**src/rtl/am_lock_lane_pkg.sv**
```systemverilog
// Shared constants for the per-lane alignment-marker lock: period, marker
// patterns and the lock FSM encoding.
package am_pkg;

  localparam int AM_PERIOD  = 16384;
  localparam int CNT_W      = 14;
  localparam int MISS_LIMIT = 4;

  localparam logic [1:0] AM_SYNC = 2'b10;

  // {M0,M1,M2} per logical lane; index k is lane k
  localparam logic [3:0][23:0] LANE_PAT = {24'hA2793D, 24'hC5659B, 24'hF0C4E6, 24'h907647};

  typedef enum logic [1:0] {
    HUNT   = 2'd0,
    VERIFY = 2'd1,
    LOCKED = 2'd2
  } am_state_e;

endpackage

```
**src/rtl/am_lock_lane_if.sv**
```systemverilog
// Block stream into the lane lock stage and the annotated stream out of it.
interface am_lock_lane_if #(
  parameter int CNT_W = 14
) ();

  logic             block_lock;
  logic             in_valid;
  logic [65:0]      data_in;
  logic [65:0]      data_out;
  logic             out_valid;
  logic [CNT_W-1:0] lane_count;
  logic [1:0]       lane_id;
  logic             am_status;

  modport master (
    output block_lock, in_valid, data_in,
    input  data_out, out_valid, lane_count, lane_id, am_status
  );

  modport slave (
    input  block_lock, in_valid, data_in,
    output data_out, out_valid, lane_count, lane_id, am_status
  );

endinterface

```
**src/rtl/am_lock_lane_match.sv**
```systemverilog
// Combinational alignment-marker detector: sync header, inverted repeat of
// the marker bytes and one of the four lane patterns. BIP bytes are ignored.
module am_match
  import am_pkg::*;
(
  input  logic [65:0] data_in,
  output logic        is_am,
  output logic [1:0]  am_lane
);

  logic [23:0] m012;
  logic [23:0] m456;
  logic        unused_bip;

  assign unused_bip = ^{data_in[39:32], data_in[7:0]};

  always_comb begin
    m012    = data_in[63:40];
    m456    = data_in[31:8];
    is_am   = 1'b0;
    am_lane = 2'd0;
    if (data_in[65:64] == AM_SYNC && m456 == ~m012) begin
      for (int k = 0; k < 4; k++) begin
        if (m012 == LANE_PAT[k]) begin
          is_am   = 1'b1;
          am_lane = 2'(k);
        end
      end
    end
  end

endmodule

```
**src/rtl/am_lock_lane.sv**
```systemverilog
// Per-lane AM lock: hunts for a marker, verifies it one period later, and
// holds lock until MISS_LIMIT consecutive bad markers.
module am_lock_lane #(
  parameter int AM_PERIOD  = am_pkg::AM_PERIOD,
  parameter int CNT_W      = am_pkg::CNT_W,
  parameter int MISS_LIMIT = am_pkg::MISS_LIMIT
) (
  input  logic            clk,
  input  logic            reset,
  am_lock_lane_if.slave   bus
);

  localparam int               MISS_W   = $clog2(MISS_LIMIT + 1);
  localparam logic [CNT_W-1:0] POS_LAST = CNT_W'(AM_PERIOD - 1);
  localparam logic [MISS_W-1:0] MISS_LAST = MISS_W'(MISS_LIMIT - 1);

  am_pkg::am_state_e state_q, state_d;
  logic [CNT_W-1:0]  pos_q, pos_d;
  logic [MISS_W-1:0] miss_q, miss_d;
  logic [1:0]        cand_q, cand_d;
  logic [1:0]        lane_id_q, lane_id_d;
  logic [65:0]       data_out_q, data_out_d;
  logic              out_valid_q, out_valid_d;
  logic [CNT_W-1:0]  lane_count_q, lane_count_d;

  logic              is_am;
  logic [1:0]        am_lane;
  logic [CNT_W-1:0]  blk_pos;
  logic              at_am;
  logic              good_am;

  am_match u_match (
    .data_in (bus.data_in),
    .is_am   (is_am),
    .am_lane (am_lane)
  );

  // blk_pos is the position this block takes once the lane has a candidate;
  // the failing AM that drops lock still reports its own position.
  always_comb begin
    state_d      = state_q;
    pos_d        = pos_q;
    miss_d       = miss_q;
    cand_d       = cand_q;
    lane_id_d    = lane_id_q;
    data_out_d   = data_out_q;
    out_valid_d  = bus.in_valid;
    lane_count_d = lane_count_q;
    blk_pos      = pos_q + 1'b1;
    at_am        = (blk_pos == POS_LAST);
    good_am      = is_am && (am_lane == cand_q);

    if (bus.in_valid) begin
      data_out_d = bus.data_in;
    end

    if (!bus.block_lock) begin
      state_d      = am_pkg::HUNT;
      pos_d        = '0;
      miss_d       = '0;
      lane_count_d = '0;
    end else if (bus.in_valid) begin
      unique case (state_q)
        am_pkg::HUNT: begin
          lane_count_d = '0;
          if (is_am) begin
            cand_d  = am_lane;
            pos_d   = POS_LAST;
            state_d = am_pkg::VERIFY;
          end else begin
            pos_d = '0;
          end
        end
        am_pkg::VERIFY: begin
          pos_d        = blk_pos;
          lane_count_d = '0;
          if (at_am) begin
            if (good_am) begin
              state_d      = am_pkg::LOCKED;
              lane_id_d    = cand_q;
              miss_d       = '0;
              lane_count_d = blk_pos;
            end else begin
              state_d = am_pkg::HUNT;
              pos_d   = '0;
            end
          end
        end
        am_pkg::LOCKED: begin
          pos_d        = blk_pos;
          lane_count_d = blk_pos;
          if (at_am) begin
            if (good_am) begin
              miss_d = '0;
            end else if (miss_q == MISS_LAST) begin
              state_d = am_pkg::HUNT;
              pos_d   = '0;
              miss_d  = '0;
            end else begin
              miss_d = miss_q + 1'b1;
            end
          end
        end
        default: state_d = am_pkg::HUNT;
      endcase
    end
  end

  always_ff @(posedge clk or posedge reset) begin
    if (reset) begin
      state_q      <= am_pkg::HUNT;
      pos_q        <= '0;
      miss_q       <= '0;
      cand_q       <= '0;
      lane_id_q    <= '0;
      data_out_q   <= '0;
      out_valid_q  <= 1'b0;
      lane_count_q <= '0;
    end else begin
      state_q      <= state_d;
      pos_q        <= pos_d;
      miss_q       <= miss_d;
      cand_q       <= cand_d;
      lane_id_q    <= lane_id_d;
      data_out_q   <= data_out_d;
      out_valid_q  <= out_valid_d;
      lane_count_q <= lane_count_d;
    end
  end

  assign bus.data_out   = data_out_q;
  assign bus.out_valid  = out_valid_q;
  assign bus.lane_count = lane_count_q;
  assign bus.lane_id    = lane_id_q;
  assign bus.am_status  = (state_q == am_pkg::LOCKED);

endmodule
```
**src/flat_wrapper.sv**
```systemverilog
// flat-port wrapper written by rule: the top's interface ports become plain ports
module am_lock_lane_flat 
#(
  parameter int AM_PERIOD  = am_pkg::AM_PERIOD,
  parameter int CNT_W      = am_pkg::CNT_W,
  parameter int MISS_LIMIT = am_pkg::MISS_LIMIT
)
  (clk, reset, bus_block_lock, bus_in_valid, bus_data_in, bus_data_out, bus_out_valid, bus_lane_count, bus_lane_id, bus_am_status);
  am_lock_lane_if #(.CNT_W(CNT_W)) bus_i ();
  input  logic clk;
  input  logic reset;
  input wire logic [$bits(bus_i.block_lock)-1:0] bus_block_lock;
  input wire logic [$bits(bus_i.in_valid)-1:0] bus_in_valid;
  input wire logic [$bits(bus_i.data_in)-1:0] bus_data_in;
  output wire logic [$bits(bus_i.data_out)-1:0] bus_data_out;
  output wire logic [$bits(bus_i.out_valid)-1:0] bus_out_valid;
  output wire logic [$bits(bus_i.lane_count)-1:0] bus_lane_count;
  output wire logic [$bits(bus_i.lane_id)-1:0] bus_lane_id;
  output wire logic [$bits(bus_i.am_status)-1:0] bus_am_status;
  assign bus_i.block_lock = bus_block_lock;
  assign bus_i.in_valid = bus_in_valid;
  assign bus_i.data_in = bus_data_in;
  assign bus_data_out = bus_i.data_out;
  assign bus_out_valid = bus_i.out_valid;
  assign bus_lane_count = bus_i.lane_count;
  assign bus_lane_id = bus_i.lane_id;
  assign bus_am_status = bus_i.am_status;
  am_lock_lane #(.AM_PERIOD(AM_PERIOD), .CNT_W(CNT_W), .MISS_LIMIT(MISS_LIMIT)) u_core (.clk(clk), .reset(reset), .bus(bus_i));
endmodule
```
**config.mk**
```make
export PLATFORM = sky130hd
export DESIGN_NAME = am_lock_lane_flat
export DESIGN_NICKNAME = d
export VERILOG_FILES = /design/src/rtl/am_lock_lane_pkg.sv /design/src/rtl/am_lock_lane_if.sv /design/src/rtl/am_lock_lane_match.sv /design/src/rtl/am_lock_lane.sv /design/src/flat_wrapper.sv
export SDC_FILE = /design/constraint.sdc
export NUM_CORES = 1
export LEC_CHECK = 0
export CAP_MARGIN = 5
export CELL_PAD_IN_SITES_DETAIL_PLACEMENT = 1
export CELL_PAD_IN_SITES_GLOBAL_PLACEMENT = 1
export CORE_UTILIZATION = 40
export DETAILED_ROUTE_END_ITERATION = 8
export PLACE_DENSITY_LB_ADDON = 0.3
export SETUP_SLACK_MARGIN = 0.05
export SLEW_MARGIN = 20
export SYNTH_ARGS = -nofsm -noshare
export SYNTH_HDL_FRONTEND = slang
export SYNTH_SLANG_ARGS = --single-unit
```
**constraint.sdc**
```tcl
create_clock -name clk -period 4.5 [get_ports clk]
set_input_delay 0.45 -clock clk [delete_from_list [all_inputs] [get_ports clk]]
set_output_delay 0.45 -clock clk [all_outputs]
set_load 0.03 [all_outputs]
```
* Word level (Yosys, flattened, before mapping) *
Index checks and enable logic that the tools add are counted.
W data, S select, Z words.

storage, ports and cells
  bits in registers = 104
  bits of input ports = 70

cells by class
  bitwise operators = 1
  reduce and logical (&&, ||, !) cells = 8
  eq/ne operators = 20
  $add $sub $neg = 2
  multiplexer cells = 39

operators by type and width
  operator                 number
  $mux W14                 11
  $eq A24 B24 Y1 const B   4
  $pmux W14 S3             2
  $eq A24 B24 Y1           1
  $not A24 Y24             1
  $mux W2                  11
  $mux W3                  7
  $ne A3 B2 Y1 const B     5
  $add A14 B1 Y14 const B  1
  $eq A14 B14 Y1 const B   1
  $reduce_and A5 Y1        2
  $mux W1                  6
  $pmux W2 S3              1
  $pmux W3 S2              1
  $reduce_and A6 Y1        1
  $eq A2 B2 Y1 const B     2
  $ne A4 B1 Y1 const B     1
  $reduce_and A4 Y1        1
  $add A3 B1 Y3 const B    1
  $eq A3 B2 Y1 const B     1
  $ne A3 B1 Y1 const B     1
  $ne A3 B3 Y1 const B     1
  $eq A2 B1 Y1 const B     1
  $eq A2 B2 Y1             1
  4 further kinds          5

* Longest topological paths before layout *
  depth in word-level cells = 12
  gate-level depth with buffers = 10
  gate-level depth less buffers = 9

* By module *
A second synthesis with hierarchy kept.

second synthesis, totals
  cell total of the unflattened synthesis = 430
  area total of the unflattened synthesis = 5149.9 um2

modules (own cells, without submodules)
  module        cells an instance  area an instance (um2)  times used
  am_lock_lane  367                4658.2                  1
  am_match      63                 491.7                   1

* Least setup slack after synthesis *
OpenSTA, ideal clock, no wires.

  path type = register to register
  start = register u_core.pos_q[0]
  end = register u_core.lane_id_q[0], in the netlist u_core.bus.lane_id[0]
  slack = 1.882 ns
  path buffers = 1
  stages on the path, launching flop included = 10
  required time = 4.375 ns
  setup time = 0.125 ns
  arrival = 2.494 ns
  period minus slack after synthesis = 2.618 ns
  cell sequence = dfrtp_1 > ha_1 > nand3_1 > buf_2 > or3_1 > a211oi_2 > and4_4 > nor4b_4 > and2_1 > mux2_2

on the way
  cells in the longest elaborated chain, start to end = 3

RTL lines
  what                         RTL line             text
  start, declared              am_lock_lane.sv:18   logic [CNT_W-1:0] pos_q, pos_d;
  start signal, assigned       am_lock_lane.sv:121  pos_q <= pos_d;
  $add A14 B1 Y14              am_lock_lane.sv:49   blk_pos = pos_q + 1'b1;
  $eq A14 B14 Y1               am_lock_lane.sv:50   at_am = (blk_pos == POS_LAST);
  $reduce_and A5 Y1 (no line)  n/a
  end signal, assigned         am_lock_lane.sv:124  lane_id_q <= lane_id_d;
  end, declared                am_lock_lane.sv:21   logic [1:0] lane_id_q, lane_id_d;

No other way between the ends.
A chain may end at the register's enable or synchronous reset.

* Worst setup path after layout *
Same ends and word-level chain as after synthesis.

==> results.yml <==
outcome:
  status: "finished, final reports clean"
logic_synthesis:
  syn_area_um2: 5348
  synth.distinct_cells: 56
  syn_area_per_cell_um2: 10.87
  ys_async_sr_fraction: 1.000
  syn-num-nets: 569
  synth-edff-count: 0
  postSynthCellCount: 492
  seq_area_frac_synth: 0.4867
  synth_ff_type: "dfrtp_1"
  ys_ff_latch: 104
  yosys_warnings: 0
sta:
  hold_violations: 0
  fmax_ghz: 0.3116
  finalSetupViolations: 0
  drv_slew: 0
  rsz0062_at_grt: "no"
  period_needed_ns: 3.209
  slew_headroom: 0.3758
  worst_slack_ns: 1.291
  worst_pin_slew_ns: 0.9364
  fin_skew_ns: 0.01033
  fin_hold_ws_ns: 0.3928
  finalSetupTns_ns: 0
  timing.final.crit_share: 0.7131
pwr:
  power_mw: 2.305
  ir_drop_mv: 0.2339
  p_leak_nw: 2.916
  powerDensity_nw_per_um2: 314.1
global_route:
  grt_pass1_wl_um: 26830
  grt_max_degree: 71
  antenna_found_initial: 0
  gr-usage-all-layers: 0.2484
  overflow: 0
  grt_pass1_vias: 4943
cts:
  cts_setup_buffers: 0
  worstSkewPairLatency_ns: 0.35
  cts_buffers: 9
  htree_levels: 3
  clkSlewWorstSetupHoldPaths_ns: 0.07
  cts.sinks: 104
  cts_hold_buf: 0
  cts_root_buffer: "clkbuf_16"
  cts-resized-gates: 0
  cts_tree: "built"
  cts_buffer_depth: 2
final_layout:
  fillers: 1362
  layout-drive-gt1-share: 0.1656
  nNetsFinal: 719
  area_growth_pct: 37.20
  seq_area_um2: 2603
  diodes: 0
  multi_input_area_um2: 2613
flow_run:
  maxCapViolations: 0
drt:
  vias: 4458
  post_drt_wl_per_cell_um: 20.19
  drt-initial-drc-count: 208
  viasPerCell: 5.450
  routed_wl_um: 16510
  dr.pass1.iters: 4
  drc: 0
  drtAntennaViolNets: 0
worst_setup_path:
  startpoint_type: "flip-flop"
  endpoint_kind: "flip-flop"
  r2r_setup_slack_ns: 1.29
  critPathKind: "reg2reg"
  arrival_ns: 3.44
  path_max_fanout: 11
  cp.required_ns: 4.74
place:
  hpwl_um: 12550
  post-place-ws_ns: 1.119
  numPortBuffers: 153
  routabilityCongestion: 0.8878
floorplanning:
  rows: 41
  ios: 154
  die-area_um2: 13840
  start_util: 0.4170
  die_h_um: 117.6
  core_area_um2: 12820
  die_w_um: 117.6
hold_path:
  hp-class: "in2async"
## registers in the layout (all words and copies together) (netlist names)
name and flops:
u_core.bus.data_out 66, u_core.bus.lane_count 14, u_core.pos_q 14, u_core.miss_q 3, u_core.bus.lane_id 2, u_core.cand_q 2
u_core.state_q 2, u_core.bus.out_valid 1
## cell type report
| type | instances | area share |
|---|---|---|
| flip-flops and latches | 104 | 0.3547 |
| clock inverters | 4 | 0.007503 |
| well taps | 172 | 0.02933 |
| inverters | 14 | 0.007503 |
| clock buffers | 11 | 0.03172 |
| repair buffers | 158 | 0.2132 |
| multi-input cells | 355 | 0.3561 |
## report_power, final
part / internal (mW) / switching (mW) / total (mW)
combinational: 0.224 / 0.266 / 0.489
clock: 0.432 / 0.355 / 0.787
sequential: 0.994 / 0.0338 / 1.03
## worst paths after layout
check,start,end,cells past startpoint
worst max-delay path,u_core.pos_q[0],u_core.bus.lane_id[0],8
worst min-delay path,reset,u_core.pos_q[12],2
worst max register to register,u_core.pos_q[0],u_core.bus.lane_id[0],8
worst min register to register,u_core.bus.lane_count[6],u_core.bus.lane_count[6],2
max in group asynchronous,reset,u_core.bus.data_out[48],3
min in group clk,u_core.bus.lane_count[6],u_core.bus.lane_count[6],2
## routing by layer
metal | wire [µm] | GRT usage | part of all wire | up-vias
li1 | - | - | - | 2067
met1 | 7253 | 0.3153 | 0.44 | 2271
met2 | 8102 | 0.4206 | 0.49 | 108
met3 | 1022 | 0.07267 | 0.062 | 12
met4 | 135 | 0.04728 | 0.0082 | 0
met5 | 0 | 0 | 0 | -
## Yosys cell counts (3+ instances only)
cell type	count	area [µm²]
a211oi_1	3	22.52
a21oi_1	8	40.04
a31oi_1	8	50.05
and2_1	9	56.30
and3_1	8	50.05
and3b_1	4	35.03
buf_1	5	18.77
buf_2	6	30.03
clkbuf_1	7	26.28
dfrtp_1	104	2603
ha_1	7	87.58
inv_1	14	52.55
mux2_2	70	788.3
nand2_1	48	180.2
nand3_1	18	90.09
nand4_1	18	112.6
nor2_1	20	75.07
nor2b_1	4	25.02
nor3_1	5	25.02
nor4_1	4	25.02
nor4b_1	4	35.03
o21ai_0	37	185.2
o31ai_1	5	37.54
or2_2	3	18.77
or3_1	3	18.77
xnor2_1	5	43.79
xor2_1	30	262.8
## critical path: stages (launching register included)
cell and delay [ns]:
dfrtp_1 0.51, ha_1 0.31, nand3_1 0.36, or3_1 0.51, a22oi_2 0.22, and4_4 0.31
nor4b_4 0.29, and2_1 0.22, mux2_2 0.34
## cell families after synthesis
logic type / after synthesis / synth area share
xor gates and xnor gates: 35 / 0.05732
DFF: 104 / 0.4867
adders and majority gates: 7 / 0.01638
buffers and inverters: 33 / 0.02480
and+or+nand+nor: 165 / 0.1743
AOI/OAI and AO/OA: 76 / 0.08938
muxes: 72 / 0.1511
## placed cells by master, fill, tap and decap left out, types with 9 or more instances in the layout
master / n
dfrtp_1: 104
nand3_1: 18
clkbuf_16: 9
nand2_1: 48
nor2_1: 20
nand4_1: 18
o21ai_0: 37
mux2_2: 70
inv_1: 13
xor2_1: 30
clkdlybuf4s50_1: 152
and2_1: 9
## metrics by stage
stage	area (µm²)	instances	util
6_report	7337	818	0.5721
5_1_grt	7337	818	0.5721
4_1_cts	7337	818	0.5721
3_5_place_dp	7049	803	0.5497
3_3_place_gp	7049	803	0.5497
2_1_floorplan	5348	492	-
(Power assumes the default switching activity.)
